[src/rtl/keypad_pkg.sv]
// keypad_pkg: shared geometry, column reset pattern and key map for the 4x4 keypad scanner
package keypad_pkg;
  localparam int COLS = 4;
  localparam int ROWS = 4;
  localparam logic [COLS-1:0] COL_RESET = 4'b1110;
  // nibble i is the hex code of snapshot bit i = 4*col + row
  localparam logic [63:0] KEY_MAP = 64'hDCBA_E963_F852_0741;
  function automatic logic [3:0] key_code(input logic [3:0] idx);
    return KEY_MAP[{idx, 2'b00} +: 4];
  endfunction
endpackage

[src/rtl/keypad_debounce.sv]
// keypad_debounce: accepts a sweep word once it repeats for DEBOUNCE_SCANS consecutive sweeps
module keypad_debounce
  import keypad_pkg::*;
#(
  parameter int DEBOUNCE_SCANS = 4
) (
  input  logic                 Clk,
  input  logic                 Reset,
  input  logic [ROWS*COLS-1:0] word,
  input  logic                 sweep_end,
  output logic [ROWS*COLS-1:0] stable
);
  localparam int CW = $clog2(DEBOUNCE_SCANS + 1);
  logic [ROWS*COLS-1:0] cand;
  logic [CW-1:0] cnt;
  logic same, accept;
  always_comb begin
    same = word == cand;
    accept = same ? cnt == CW'(DEBOUNCE_SCANS - 1) : DEBOUNCE_SCANS == 1;
  end
  always_ff @(posedge Clk)
    if (!Reset) begin
      cand <= '0;
      cnt <= '0;
      stable <= '0;
    end else if (sweep_end) begin
      cand <= word;
      cnt <= !same ? CW'(1) : (cnt == CW'(DEBOUNCE_SCANS) ? cnt : cnt + 1'b1);
      if (accept) stable <= word;
    end
endmodule

[src/rtl/keypad_scanner.sv]
// keypad_scanner: column-multiplexed 4x4 keypad scan with debounce and single-key decode
module keypad_scanner
  import keypad_pkg::*;
#(
  parameter int SCAN_DIV = 100000,
  parameter int DEBOUNCE_SCANS = 4
) (
  input  logic            Clk,
  input  logic            Reset,
  input  logic [ROWS-1:0] Row,
  output logic [COLS-1:0] Col,
  output logic [3:0]      KeyCode,
  output logic            KeyValid,
  output logic            KeyHeld
);
  localparam int W = ROWS * COLS;
  localparam int DW = $clog2(SCAN_DIV);
  logic [ROWS-1:0] row_meta, row_sync;
  logic [DW-1:0] div;
  logic [1:0] col_idx;
  logic [W-ROWS-1:0] snap;
  logic [W-1:0] sweep, stable, stable_q;
  logic tick, sweep_end, single;
  logic [3:0] idx;
  always_comb begin
    tick = div == DW'(SCAN_DIV - 1);
    sweep_end = tick && col_idx == 2'd3;
    sweep = {~row_sync, snap};
    single = stable != '0 && (stable & (stable - 1'b1)) == '0;
    idx = '0;
    for (int i = 0; i < W; i++) if (stable[i]) idx = 4'(i);
  end
  // snap shifts in one column per tick so columns 0..2 sit in order when column 3 is sampled
  always_ff @(posedge Clk)
    if (!Reset) begin
      row_meta <= '1;
      row_sync <= '1;
      div <= '0;
      col_idx <= '0;
      Col <= COL_RESET;
      snap <= '0;
      stable_q <= '0;
      KeyCode <= '0;
      KeyValid <= 1'b0;
      KeyHeld <= 1'b0;
    end else begin
      row_meta <= Row;
      row_sync <= row_meta;
      div <= tick ? '0 : div + 1'b1;
      if (tick) begin
        snap <= {~row_sync, snap[W-ROWS-1:ROWS]};
        col_idx <= col_idx + 1'b1;
        Col <= {Col[COLS-2:0], Col[COLS-1]};
      end
      stable_q <= stable;
      KeyHeld <= single;
      KeyValid <= single && stable != stable_q;
      if (single) KeyCode <= key_code(idx);
    end
  keypad_debounce #(.DEBOUNCE_SCANS(DEBOUNCE_SCANS)) u_debounce (
    .Clk(Clk),
    .Reset(Reset),
    .word(sweep),
    .sweep_end(sweep_end),
    .stable(stable)
  );
endmodule

[config.mk]
export PLATFORM = sky130hd
export DESIGN_NAME = keypad_scanner
export DESIGN_NICKNAME = d
export VERILOG_FILES = /design/src/rtl/keypad_pkg.sv /design/src/rtl/keypad_debounce.sv /design/src/rtl/keypad_scanner.sv
export SDC_FILE = /design/constraint.sdc
export NUM_CORES = 1
export LEC_CHECK = 0
export BUFFER_PORTS_ARGS = -buffer_cell sky130_fd_sc_hd__buf_2
export CAP_MARGIN = 20
export CORE_UTILIZATION = 40
export DETAILED_ROUTE_END_ITERATION = 7
export GPL_ROUTABILITY_DRIVEN = 1
export GPL_TIMING_DRIVEN = 1
export PLACE_DENSITY = 0.66
export SLEW_MARGIN = 0
export SYNTH_ARGS = -nofsm -noshare
export SYNTH_HDL_FRONTEND = slang
export SYNTH_SLANG_ARGS = --single-unit
[constraint.sdc]
create_clock -name Clk -period 3.67 [get_ports Clk]
set_input_delay 0.1835 -clock Clk [delete_from_list [all_inputs] [get_ports Clk]]
set_output_delay 0.1835 -clock Clk [all_outputs]
set_load 0.01 [all_outputs]
==> results of run 1 <==
-- critical path: cells and delay by family (launching register included) --
kind	cells	cell delay, ns
flops	1	0.55
buf+inv	1	0.11
compound gates	7	1.37
fa+ha+maj	1	0.34
simple gates	1	0.09
-- worst max-delay path by stage --
stage	cells past startpoint	slack (ns)	startpoint	endpoint
finish	10	1.13	u_debounce.stable[5]$_SDFFE_PN0P_	KeyCode[2]$_SDFFE_PN0P_
global route	10	0.93	u_debounce.stable[5]$_SDFFE_PN0P_	KeyCode[2]$_SDFFE_PN0P_
CTS	10	1.15	u_debounce.stable[5]$_SDFFE_PN0P_	KeyCode[2]$_SDFFE_PN0P_
detailed placement	5	1.16	div[11]$_SDFF_PP0_	div[2]$_SDFF_PP0_
global placement	5	1.25	div[11]$_SDFF_PP0_	div[16]$_SDFF_PP0_
floorplan	11	1.38	u_debounce.stable[3]$_SDFFE_PN0P_	KeyCode[2]$_SDFFE_PN0P_
-- per-layer routing --
metal / vias to the layer above / GRT usage
li1: 1712 / -
met1: 1560 / 0.205
met2: 60 / 0.273
met3: 10 / 0.0363
met4: 0 / 0.0695
met5: - / 0
-- logic make-up after synthesis --
logic type,after synthesis,synth area share
AOI/OAI and AO/OA,79,0.106
xor gates and xnor gates,45,0.0888
adders and majority gates,9,0.0243
buffers and inverters,46,0.0471
DFF,100,0.451
muxes,16,0.0361
and+or+nand+nor,212,0.246
-- report_power, final --
part	total, mW	switching [mW]	leakage [nW]	internal, mW
combinational	0.0384	0.0256	0.908	0.0129
sequential	1.10	0.00483	0.808	1.09
clock	0.662	0.356	0.0969	0.306
-- area by class of cell --
| type | count | share of cell area |
|---|---|---|
| clock buffers | 14 | 0.0362 |
| clock inverters | 2 | 0.00367 |
| inverters | 13 | 0.0102 |
| multi-input cells | 361 | 0.466 |
| flip-flops and latches | 100 | 0.420 |
| well taps | 140 | 0.0367 |
| repair buffers | 21 | 0.0273 |
-- Yosys cell counts (3+ instances only) --
| cell type | n | area share |
|---|---|---|
| dfxtp_1 | 100 | 0.45 |
| nand2_1 | 78 | 0.066 |
| nor2_1 | 46 | 0.039 |
| a21oi_1 | 43 | 0.049 |
| xnor2_1 | 32 | 0.063 |
| clkbuf_1 | 21 | 0.018 |
| and2_1 | 19 | 0.027 |
| mux2i_1 | 16 | 0.036 |
| nand3_1 | 13 | 0.015 |
| xor2_1 | 13 | 0.026 |
| inv_1 | 12 | 0.010 |
| nand2b_1 | 11 | 0.016 |
| nand4_1 | 10 | 0.014 |
| o21ai_0 | 9 | 0.010 |
| buf_2 | 8 | 0.0090 |
| ha_1 | 7 | 0.020 |
| nor3_1 | 7 | 0.0079 |
| nor4_1 | 5 | 0.0071 |
| a211oi_1 | 4 | 0.0068 |
| and3_1 | 4 | 0.0056 |
| nor4_4 | 4 | 0.019 |
| or3_1 | 4 | 0.0056 |
| buf_6 | 3 | 0.0076 |
| o21ai_1 | 3 | 0.0034 |
-- sequential cells by signal, indices dropped and copies added (netlist names) --
register and cells:
stable_q 16, u_debounce.cnt 3, div 17, col_idx 2
row_sync 4, Col 4, u_debounce.cand 16, KeyHeld 1
row_meta 4, KeyValid 1, snap 12, KeyCode 4
u_debounce.stable 16
-- through the flow --
stage | total power [mW] | util
after floorplan | 1.15 | -
after global placement | 1.16 | 0.419
after detailed placement | 1.16 | 0.419
after CTS | 1.83 | 0.440
after global routing | 1.89 | 0.440
final | 1.80 | 0.440
-- placed cells by master (no fill, tap or decap), types with 2 or more instances in the layout --
cell type,Yosys,final
dfxtp_1,100,100
nand2_1,78,78
nor2_1,46,46
a21oi_1,43,43
xnor2_1,32,32
and2_1,19,19
mux2i_1,16,16
buf_2,8,15
xor2_1,13,13
nand3_1,13,13
inv_1,12,12
clkbuf_8,0,12
nand2b_1,11,11
nand4_1,10,10
o21ai_0,9,9
nor3_1,7,7
ha_1,7,7
nor4_1,5,5
a211oi_1,4,4
nor4_4,4,4
and3_1,4,4
or3_1,4,4
dlygate4sd3_1,0,4
o21ai_1,3,3
a21o_1,2,2
o31ai_1,2,2
a31oi_1,2,2
or4_4,2,2
maj3_1,2,2
or4_1,2,2
o2111ai_1,2,2
a311oi_1,2,2
clkbuf_1,21,2
clkinv_4,0,2
buf_4,1,2
==> flow_metrics.py, run 1 <==
metrics = {
    "place": {
        "dp.cells": 631,
        "port_buffers": 15,
        "hpwl_mm": 5.95,
        "detailed_place.area_um2": 4540,
        "pre_cts_ws_ns": 1.16,
        "place_congestion": 0.861,
    },
    "synthesis": {
        "netlist_instances": 507,
        "synth_edf_count": 0,
        "syn_nets": 520,
        "yosysUniqueCellTypes": 51,
        "avgSynthCellArea_um2": 8.75,
        "mappedNetlistArea_um2": 4440,
        "yosysWarningCount": 0,
        "synth_seq_cells": 100,
        "ys_async_sr_fraction": 0,
        "ys_seq_area_frac": 0.451,
        "synth_flop_cell": "dfxtp_1",
    },
    "final_layout": {
        "register_area_um2": 2000,
        "areaGrowthSynthToFinish_pct": 7.56,
        "fillers": 1054,
        "final_cells": 651,
        "multi_input_area_um2": 2230,
        "final_nets": 519,
        "antenna_cells": 0,
        "layout-drive-gt1-share": 0.0841,
        "fin_area_um2": 4770,
    },
    "floorplanning": {
        "dieArea_um2": 11500,
        "die_width_um": 107,
        "core-area_um2": 10800,
        "io_pins": 16,
        "placement_rows": 38,
        "die_height_um": 107,
        "initial_core_util": 0.409,
    },
    "route": {
        "drtIter0Drc": 213,
        "antenna_left": 0,
        "top_layer": "met4",
        "vias": 3342,
        "met3_length_um": 314,
        "met2WireLength_mm": 4.16,
        "m1WireLength_mm": 3.96,
        "routed_wl_mm": 8.60,
        "wire_per_inst_um": 13.2,
        "drt-pass1-iter-count": 5,
        "drc": 0,
        "viasPerCell": 5.13,
    },
    "clock_tree": {
        "cts_made_buffers": 9,
        "htree_levels": 3,
        "cts_root_buf": "clkbuf_8",
        "postCtsSetupRepairBufs": 0,
        "cts_resized": 0,
        "clk_latency_ns": 0.36,
        "clkTransAtPathRegs_ns": 0.09,
        "clock_path_buffers": 2,
        "cts_sinks": 100,
        "hold_buffers": 4,
        "cts_tree": "done",
    },
    "grt": {
        "grt_pass1_vias": 3150,
        "grt_start_max_net_pins": 54,
        "track_usage": 0.165,
        "grt_pass1_wl_mm": 14.8,
        "antenna_found_initial": 0,
        "grt-ovfl-total": 0,
    },
    "sta": {
        "rsz0062_at_grt": "no",
        "skew_ns": 0.0119,
        "finalHoldViolations": 0,
        "totalNegativeSetupSlack_ns": 0,
        "worst_pin_slew_ns": 0.907,
        "maxSlewHeadroom": 0.395,
        "min_period_over_period": 0.691,
        "clock.fmax_ghz": 0.394,
        "setup_violations": 0,
        "setup_ws_ns": 1.13,
        "holdWs_ns": 0.287,
        "drv_slew": 0,
        "min_period_ns": 2.54,
    },
    "setup_path": {
        "slowest_delay_ns": 0.55,
        "r2r_cells": 10,
        "crit_path_max_fanout": 10,
        "start_kind": "flop",
        "cp_slowest_cell": "dfxtp_1",
        "path_common_cell": "a21o_1",
        "crit_chain": "inv_1 > a221o_1 > a21o_1 > o21bai_1 > a21oi_1 > ha_1 > nand2_1 > o2111ai_1 > a21o_1 > a311oi_1",
        "worstPathRequired_ns": 3.93,
        "worstPathArrival_ns": 2.80,
        "r2r-end": "KeyCode[2]$_SDFFE_PN0P_",
        "reg2reg_from": "u_debounce.stable[5]$_SDFFE_PN0P_",
        "worst-setup-path-type": "reg -> reg",
        "r2r_slack_ns": 1.13,
        "cp-end-kind": "flop",
    },
    "run": {
        "max_cap_viol_count": 0,
    },
    "worst_hold_path": {
        "hold_start": "Reset",
        "worstHoldEndpoint": "Col[1]$_SDFFE_PN1P_",
        "min_path_cells": 2,
        "hp-class": "in -> reg",
    },
    "pwr": {
        "powerDensity_nw_per_um2": 376,
        "p_leak_nw": 1.81,
        "ir_drop_uv": 300,
    },
    "status": {
        "status": "complete, no violations",
    },
}
(Power assumes the default switching activity.)
==> inputs of run 2 (changes only) <==
==> constraint.sdc (replaced) <==
create_clock -name Clk -period 2.6 [get_ports Clk]
set_input_delay 0.13 -clock Clk [delete_from_list [all_inputs] [get_ports Clk]]
set_output_delay 0.13 -clock Clk [all_outputs]
set_load 0.01 [all_outputs]
==> flow_metrics.py, run 2 (synthesis gave the netlist of run 1 again) <==
metrics = {
    "final_layout": {
        "post-route-util": 0.448,
        "final_common_cell": "dfxtp_1",
        "final_cell_mix": "dfxtp_1, nand2_1, nor2_1",
        "fillers": 1080,
        "top_register": "div",
        "layout-drive-gt1-share": 0.106,
        "final_nets": 528,
        "largest_reg_flops": 17,
        "areaGrowthSynthToFinish_pct": 9.42,
        "fin_area_um2": 4850,
        "register_area_um2": 2010,
        "final_cells": 659,
        "multi_input_area_um2": 2230,
        "antenna_cells": 0,
    },
    "grt": {
        "grt_pass1_wl_mm": 15.4,
        "track_usage": 0.172,
        "grt_pass1_vias": 3237,
        "grt-ovfl-total": 0,
        "antenna_found_initial": 0,
        "grt_start_max_net_pins": 54,
    },
    "place": {
        "pre_cts_ws_ns": 0.178,
        "hpwl_mm": 6.32,
        "port_buffers": 15,
        "place_congestion": 0.865,
        "detailed_place.area_um2": 4610,
        "dp.cells": 640,
    },
    "clock_tree": {
        "cts_sinks": 100,
        "postCtsSetupRepairBufs": 0,
        "cts_root_buf": "clkbuf_8",
        "htree_levels": 3,
        "cts_made_buffers": 9,
        "clk_latency_ns": 0.37,
        "cts_tree": "done",
        "clock_path_buffers": 2,
        "clkTransAtPathRegs_ns": 0.09,
    },
    "floorplanning": {
        "dieArea_um2": 11500,
        "die_height_um": 107,
        "die_width_um": 107,
        "core-area_um2": 10800,
        "placement_rows": 38,
        "initial_core_util": 0.409,
        "io_pins": 16,
    },
    "route": {
        "wire_per_inst_um": 13.5,
        "viasPerCell": 5.21,
        "antenna_left": 0,
        "drc": 0,
        "drt-pass1-iter-count": 5,
        "vias": 3436,
        "routed_wl_mm": 8.92,
        "drtIter0Drc": 139,
    },
    "sta": {
        "clock.fmax_ghz": 0.417,
        "finalHoldViolations": 0,
        "min_period_ns": 2.40,
        "min_period_over_period": 0.921,
        "holdWs_ns": 0.0228,
        "totalNegativeSetupSlack_ns": 0,
        "skew_ns": 0.00840,
        "setup_violations": 0,
        "worst_pin_slew_ns": 0.890,
        "maxSlewHeadroom": 0.406,
        "setup_ws_ns": 0.205,
        "drv_slew": 0,
        "rsz0062_at_grt": "no",
    },
    "setup_path": {
        "slowest_delay_ns": 0.38,
        "worstPathRequired_ns": 2.87,
        "start_kind": "flop",
        "worstPathArrival_ns": 2.66,
        "worst-setup-path-type": "reg -> reg",
        "crit_path_max_fanout": 9,
        "cp_slowest_cell": "dfxtp_2",
        "cp-end-kind": "flop",
        "path_common_cell": "a21o_1",
        "crit_chain": "nand2b_1 > a221o_1 > a21o_1 > o21bai_1 > a21oi_1 > ha_1 > nand2_1 > o2111ai_1 > a21o_1 > a311oi_1",
    },
    "pwr": {
        "pwr-share-clk": 0.385,
        "p_comb_frac": 0.021,
        "ir_drop_uv": 406,
        "p_sw_mw": 0.549,
        "powerDensity_nw_per_um2": 536,
        "p_int_mw": 2.05,
        "swShare": 0.211,
        "seqPwrFrac": 0.594,
        "p_leak_nw": 1.86,
        "power.total_mw": 2.60,
    },
    "worst_hold_path": {
        "hp-class": "in -> reg",
    },
    "status": {
        "status": "complete, no violations",
    },
    "run": {
        "max_cap_viol_count": 0,
    },
}
[run 2: changes by cell type in the layout (fill, tap and decap cells not counted), sizes merged]
cell / delta
clkinv: -1
clkbuf: -2
buf: +9
clkinvlp: +1
bufinv: +1
[run 2: routing by layer]
layer,global-route usage,up-vias,wire [µm]
met1,0.205,1624,3910
met3,0.0557,12,384
met5,0,-,0
met2,0.281,74,4400
met4,0.0802,0,225
li1,-,1726,-
[run 2: final cells by class]
type	instances	area share
clock inverters	3	0.00954
multi-input cells	361	0.459
repair buffers	30	0.0407
flip-flops and latches	100	0.413
inverters	13	0.0101
well taps	140	0.0361
clock buffers	12	0.0320
[run 2: final timing paths]
path	slack [ns]	startpoint	endpoint	cells past startpoint
max	0.20	u_debounce.stable[2]$_SDFFE_PN0P_	KeyCode[2]$_SDFFE_PN0P_	10
min	0.02	Reset	Col[2]$_SDFFE_PN1P_	2
max reg2reg	0.20	u_debounce.stable[2]$_SDFFE_PN0P_	KeyCode[2]$_SDFFE_PN0P_	10
min reg2reg	0.41	row_meta[2]$_SDFF_PN1_	row_sync[2]$_SDFF_PN1_	1
[run 2: timing repair]
action | CTS | global route
hold endpoints to repair | 4 | 0
hold buffers | 4 | 0
endpoints found under the setup margin | 0 | 1
gates resized for setup | 0 | 3
[run 2: power groups by stage]
stage               Combinational (mW)  Clock (mW)  Sequential [mW]
CTS                             0.0566        1.04             1.55
global placement                0.0505           0             1.58
detailed placement              0.0521           0             1.58
floorplan                       0.0372           0             1.58
global route                    0.0625        1.11             1.55
finish                          0.0554        1.00             1.55
[run 2: worst max-delay path: cells and delay by family (launching register included)]
| family | cells | cell delay [ns] |
|---|---|---|
| compound gates | 7 | 1.33 |
| fa+ha+maj | 1 | 0.33 |
| flops | 1 | 0.38 |
| simple gates | 2 | 0.25 |
